`config.mk`:
```
export PLATFORM = sky130hd
export DESIGN_NAME = mips_reg_file_flat
export DESIGN_NICKNAME = d
export VERILOG_FILES = /design/src/rtl/mips_reg_file_if.sv /design/src/rtl/mips_reg_file.sv /design/src/flat_wrapper.sv
export SDC_FILE = /design/constraint.sdc
export NUM_CORES = 2
export LEC_CHECK = 0
export BUFFER_PORTS_ARGS = -buffer_cell sky130_fd_sc_hd__buf_4
export CAP_MARGIN = 20
export CORE_MARGIN = 2
export CORE_UTILIZATION = 45
export CTS_CLUSTER_DIAMETER = 100
export DETAILED_ROUTE_END_ITERATION = 6
export HOLD_SLACK_MARGIN = 0.03
export PLACE_DENSITY_LB_ADDON = 0.1
export SETUP_SLACK_MARGIN = 0.1
export SLEW_MARGIN = 20
export SYNTH_ARGS = -nofsm -noshare
export SYNTH_HDL_FRONTEND = slang
export SYNTH_SLANG_ARGS = --single-unit
```
`constraint.sdc`:
```
create_clock -name clk -period 1.9 [get_ports clk]
set_input_delay 0 -clock clk [delete_from_list [all_inputs] [get_ports clk]]
set_output_delay 0 -clock clk [all_outputs]
set_load 0.005 [all_outputs]
```
`src/rtl/mips_reg_file_if.sv`:
```
// Register-file bus for the single-cycle MIPS datapath.
// The datapath side (master) drives read/write addresses, writeback data and
// the overflow qualifiers; the register file (slave) returns operands and
// overflow status.
interface mips_reg_file_if #(
  parameter int WIDTH  = 32,
  parameter int ADDR_W = 5
);
  logic [ADDR_W-1:0] read_reg1;
  logic [ADDR_W-1:0] read_reg2;
  logic [WIDTH-1:0]  read_data1;
  logic [WIDTH-1:0]  read_data2;
  logic [ADDR_W-1:0] write_reg;
  logic [WIDTH-1:0]  write_data;
  logic              reg_write;
  logic              ovf_check;
  logic              alu_overflow;
  logic              write_blocked;
  logic              ovf_sticky;
  logic              ovf_sticky_clr;

  modport master (
    output read_reg1, read_reg2, write_reg, write_data, reg_write,
           ovf_check, alu_overflow, ovf_sticky_clr,
    input  read_data1, read_data2, write_blocked, ovf_sticky
  );

  modport slave (
    input  read_reg1, read_reg2, write_reg, write_data, reg_write,
           ovf_check, alu_overflow, ovf_sticky_clr,
    output read_data1, read_data2, write_blocked, ovf_sticky
  );
endinterface

```
`src/rtl/mips_reg_file.sv`:
```
// 32 x 32-bit MIPS general-purpose register file.
// Two combinational read ports feed the ALU operands; one write port takes
// the writeback result. A write flagged as a trapping signed overflow is
// suppressed and recorded in a sticky status bit. r0 is hardwired to zero.
module mips_reg_file #(
  parameter int WIDTH  = 32,
  parameter int ADDR_W = 5,
  parameter int BYPASS = 1
) (
  input  logic            clk,
  input  logic            reset,
  mips_reg_file_if.slave  rf
);
  localparam int NREGS = 1 << ADDR_W;

  logic             write_blocked;
  logic             write_nonzero;
  logic             we_eff;
  logic             sticky_set;
  logic             ovf_sticky_reg;
  logic [WIDTH-1:0] rd1_next;
  logic [WIDTH-1:0] rd2_next;
  logic [WIDTH-1:0] reg_bank [NREGS];

  // Overflow trap qualifies the write; r0 writes are dropped entirely,
  // including their effect on the sticky bit. Reset cancels any write.
  assign write_blocked = rf.reg_write & rf.ovf_check & rf.alu_overflow;
  assign write_nonzero = (rf.write_reg != '0);
  assign we_eff        = rf.reg_write & ~write_blocked & ~reset & write_nonzero;
  assign sticky_set    = write_blocked & write_nonzero;

  // Storage: r0 is a constant, r1..r31 are individually resettable flops so
  // that a single reset cycle clears the whole file.
  genvar gi;
  generate
    for (gi = 0; gi < NREGS; gi++) begin : g_reg
      if (gi == 0) begin : g_zero
        assign reg_bank[gi] = '0;
      end else begin : g_store
        logic [WIDTH-1:0] q_reg;
        // Capture writeback data when this register is the effective target.
        always_ff @(posedge clk) begin
          if (reset) begin
            q_reg <= '0;
          end else if (we_eff && (rf.write_reg == ADDR_W'(gi))) begin
            q_reg <= rf.write_data;
          end
        end
        assign reg_bank[gi] = q_reg;
      end
    end
  endgenerate

  // Read port 1: stored value, optionally forwarded from a same-cycle write.
  always_comb begin
    rd1_next = reg_bank[rf.read_reg1];
    if ((BYPASS != 0) && we_eff && (rf.read_reg1 == rf.write_reg)) begin
      rd1_next = rf.write_data;
    end
    if (rf.read_reg1 == '0) begin
      rd1_next = '0;
    end
  end

  // Read port 2: same resolution as port 1, independent address.
  always_comb begin
    rd2_next = reg_bank[rf.read_reg2];
    if ((BYPASS != 0) && we_eff && (rf.read_reg2 == rf.write_reg)) begin
      rd2_next = rf.write_data;
    end
    if (rf.read_reg2 == '0) begin
      rd2_next = '0;
    end
  end

  // Sticky overflow status: reset beats set, set beats clear.
  always_ff @(posedge clk) begin
    if (reset) begin
      ovf_sticky_reg <= 1'b0;
    end else if (sticky_set) begin
      ovf_sticky_reg <= 1'b1;
    end else if (rf.ovf_sticky_clr) begin
      ovf_sticky_reg <= 1'b0;
    end
  end

  assign rf.read_data1    = rd1_next;
  assign rf.read_data2    = rd2_next;
  assign rf.write_blocked = write_blocked;
  assign rf.ovf_sticky    = ovf_sticky_reg;
endmodule

```
`src/flat_wrapper.sv`:
```
// flat-port wrapper written by rule: the top's interface ports become plain ports
module mips_reg_file_flat 
#(
  parameter int WIDTH  = 32,
  parameter int ADDR_W = 5,
  parameter int BYPASS = 1
)
  (clk, reset, rf_read_reg1, rf_read_reg2, rf_write_reg, rf_write_data, rf_reg_write, rf_ovf_check, rf_alu_overflow, rf_ovf_sticky_clr, rf_read_data1, rf_read_data2, rf_write_blocked, rf_ovf_sticky);
  mips_reg_file_if #(.WIDTH(WIDTH), .ADDR_W(ADDR_W)) rf_i ();
  input  logic clk;
  input  logic reset;
  input wire logic [$bits(rf_i.read_reg1)-1:0] rf_read_reg1;
  input wire logic [$bits(rf_i.read_reg2)-1:0] rf_read_reg2;
  input wire logic [$bits(rf_i.write_reg)-1:0] rf_write_reg;
  input wire logic [$bits(rf_i.write_data)-1:0] rf_write_data;
  input wire logic [$bits(rf_i.reg_write)-1:0] rf_reg_write;
  input wire logic [$bits(rf_i.ovf_check)-1:0] rf_ovf_check;
  input wire logic [$bits(rf_i.alu_overflow)-1:0] rf_alu_overflow;
  input wire logic [$bits(rf_i.ovf_sticky_clr)-1:0] rf_ovf_sticky_clr;
  output wire logic [$bits(rf_i.read_data1)-1:0] rf_read_data1;
  output wire logic [$bits(rf_i.read_data2)-1:0] rf_read_data2;
  output wire logic [$bits(rf_i.write_blocked)-1:0] rf_write_blocked;
  output wire logic [$bits(rf_i.ovf_sticky)-1:0] rf_ovf_sticky;
  assign rf_i.read_reg1 = rf_read_reg1;
  assign rf_i.read_reg2 = rf_read_reg2;
  assign rf_i.write_reg = rf_write_reg;
  assign rf_i.write_data = rf_write_data;
  assign rf_i.reg_write = rf_reg_write;
  assign rf_i.ovf_check = rf_ovf_check;
  assign rf_i.alu_overflow = rf_alu_overflow;
  assign rf_i.ovf_sticky_clr = rf_ovf_sticky_clr;
  assign rf_read_data1 = rf_i.read_data1;
  assign rf_read_data2 = rf_i.read_data2;
  assign rf_write_blocked = rf_i.write_blocked;
  assign rf_ovf_sticky = rf_i.ovf_sticky;
  mips_reg_file #(.WIDTH(WIDTH), .ADDR_W(ADDR_W), .BYPASS(BYPASS)) u_core (.clk(clk), .reset(reset), .rf(rf_i));
endmodule
```
==> reports/qor.csv <==
metric,value,unit
skew,0,ns
status,finished with violations,
ys.warnings.count,0,
timing.fmax,388.1,MHz
regArea,20120,µm²
p_leak,22.01,nW
synthesis.nets,6014,
synthArstFlopShare,0,
cts_buffer_depth,3,
max_cap_viol_count,0,
htreeDepth,3,
post-route-period-util,1.356,
largest_reg_flops,992,
overflow,0,
cts.sinks,993,
drt-vias-per-instance,6.223,
grt_max_degree,192,
wirelength,213900,µm
pre_cts_ws,-0.4072,ns
vias,48422,
final.min_clock_period,2.577,ns
initial_core_util,0.4540,
worst_slew_pin_slew,1.101,ns
worstPathMaxFanout,2,
port_buffers,118,
drc_errors,0,
yosys_most_used_dff,dfxtp_1,
clk_pin_slew,0.06,ns
first_iter_violations,5818,
syn_area_per_cell,8.709,µm²
grt_pass1_vias,45576,
rsz0062_at_grt,true,
cts_tree,built,
yosysSeqAreaShare,0.3829,
drt_first_pass_iters,6,
final_core_util,0.5628,
setup_tns,-32.63,ns
die_w,343.7,µm
hpwl,137400,µm
hold_class,primary input to flip-flop,
ir_drop,707.2,µV
fill_cells,10018,
relSlewSlack,0.2660,
grt_pass1_wl,309000,µm
n_antenna_cell,0,
clk_latency,0.71,ns
track_usage,0.3540,
dpl.cell_count,7501,
start_kind,flip-flop,
synth_top_area_frac,0.3829,
syn_area,51920,µm²
antenna_found_initial,2,
arrival,2.58,ns
path_class,flip-flop to primary output,
rows,124,
finalSetupViolCount,64,
stdcell_count,7781,
ant_nets,0,
synth-seq-cells,993,
multi_input_area,30080,µm²
syn2layout_area_growth,23.95,%
synth_area_leader_cell,dfxtp_1,
synth_edf_count,0,
fin_ws,-0.6769,ns
die_area,118100,µm²
cts_buffers,113,
violations,negative setup slack,
drive_above_1_share,0.2967,
synthTopCellsByArea,"dfxtp_1, mux4_2, nand2_1",
powerDensity,766.4,nW/µm²
root_buffer,clkbuf_16,
required,1.90,ns
coreArea,114300,µm²
drv_slew,0,
ios,119,
post_drt_wl_per_cell,27.49,µm
critPathCaptureType,primary output,
fin_nets,6227,
globalplace.congestion,0.9163,
die_h,343.7,µm
synthDistinctLibCells,52,
syn_inst,5961,
hold_viol_final,0,
## cell usage after synthesis (all sizes together), types with 2 or more instances
master,count
mux2,34
and3,5
clkbuf,386
mux2i,153
and2,16
xnor2,2
nand2,2095
o21ai,32
o311ai,30
a21oi,1026
or2,19
o2111a,30
buf,291
nand4,5
a2bb2oi,30
nand2b,8
nor3,8
xor2,8
nor2,29
mux4,418
nor2b,40
nand3,4
o21bai,30
a22oi,62
a221oi,94
o22ai,6
nor4,5
o22a,31
dfxtp,993
inv,3
a211oi,2
a22o,60
## metal layers
layer / share of wire / wire, µm / vias to the layer above / global-route usage
met5: 0 / 0 / - / 0
met4: 0.042 / 8932 / 0 / 0.1436
met3: 0.10 / 21720 / 524 / 0.06521
met2: 0.45 / 95700 / 2581 / 0.5445
met1: 0.41 / 87530 / 23969 / 0.4918
li1: - / - / 21348 / -
## cells by family (layout without fill, tap and decap cells)
kind of cell,after synthesis,after routing,synth area share
XOR/XNOR,10,10,0.001687
multiplexers,605,605,0.2182
AND/OR/NAND/NOR,2236,2236,0.1680
buffers and inverters,680,988,0.06415
flip-flops,993,993,0.3829
AO/OA/AOI/OAI,1437,1437,0.1650
## through the flow
stage	hold slack [ns]	area, µm²	power, mW
finish	0.08725	64350	49.32
global route	0.09742	64350	50.47
global placement	0.2763	58340	25.96
detailed placement	0.2895	58340	25.96
CTS	0.04687	63840	49.31
floorplan	0.1395	51920	23.83
## final cells by class
type                       count  area share
multi-input combinational   4288      0.4675
timing repair buffer         775      0.1287
inverter                       3   0.0001750
clock inverter                53     0.01058
sequential                   993      0.3127
tap                         1512     0.02940
clock buffer                 157     0.05104
## worst max-delay path: stages (launching register included)
cell and delay, ns:
dfxtp_2 0.32, mux4_2 0.46, a22oi_2 0.22, o311ai_2 0.14, buf_4 0.19, a2bb2oi_2 0.13
o2111a_1 0.13, buf_6 0.14, buf_6 0.12
## layout by cell type, fill, tap and decap left out, types with 16 or more instances in the layout
master,instances
buf_12,177
nor2_4,19
nor2b_1,23
o311ai_1,17
mux2_2,34
o22a_1,29
o21bai_1,28
a221oi_2,25
clkinv_2,24
nand2_2,27
dfxtp_1,800
mux2i_1,142
a2bb2oi_2,25
clkbuf_1,16
mux4_2,418
clkbuf_16,114
buf_4,526
a221oi_1,68
a22oi_1,23
o2111a_1,23
dfxtp_2,193
dlygate4sd3_1,35
buf_6,31
a22oi_2,39
clkbuf_8,27
a21oi_1,1012
nand2_1,2067
o21ai_2,17
a22o_1,60
or2_2,18
## power breakdown
group	leakage [nW]	switching [mW]	total, mW	internal [mW]
clock network	1.95	9.51	23.5	13.9
logic	12.0	3.03	4.92	1.89
registers	8.10	0.0495	20.9	20.9
total	22.0	12.6	49.3	36.7
## final timing paths
kind / from / to / slack, ns / cells after the start
max: u_core.g_reg[20].g_store.q_reg[16] / rf_read_data2[16] / -0.68 / 8
min: rf_write_reg[0] / u_core.g_reg[18].g_store.q_reg[14] / 0.09 / 7
max reg2reg: u_core.rf.ovf_sticky / u_core.rf.ovf_sticky / 0.74 / 3
min reg2reg: u_core.g_reg[7].g_store.q_reg[29] / u_core.g_reg[7].g_store.q_reg[29] / 0.46 / 2
## repair_timing
item | in CTS | in global routing
hold buffers | 36 | 0
setup endpoints to repair | 64 | 571
pin swaps | 157 | 97
hold endpoints to repair | 993 | 0
gates cloned | 0 | 0
gates resized for setup | 276 | 162
setup buffers | 35 | 2
(Power assumes the default switching activity.)
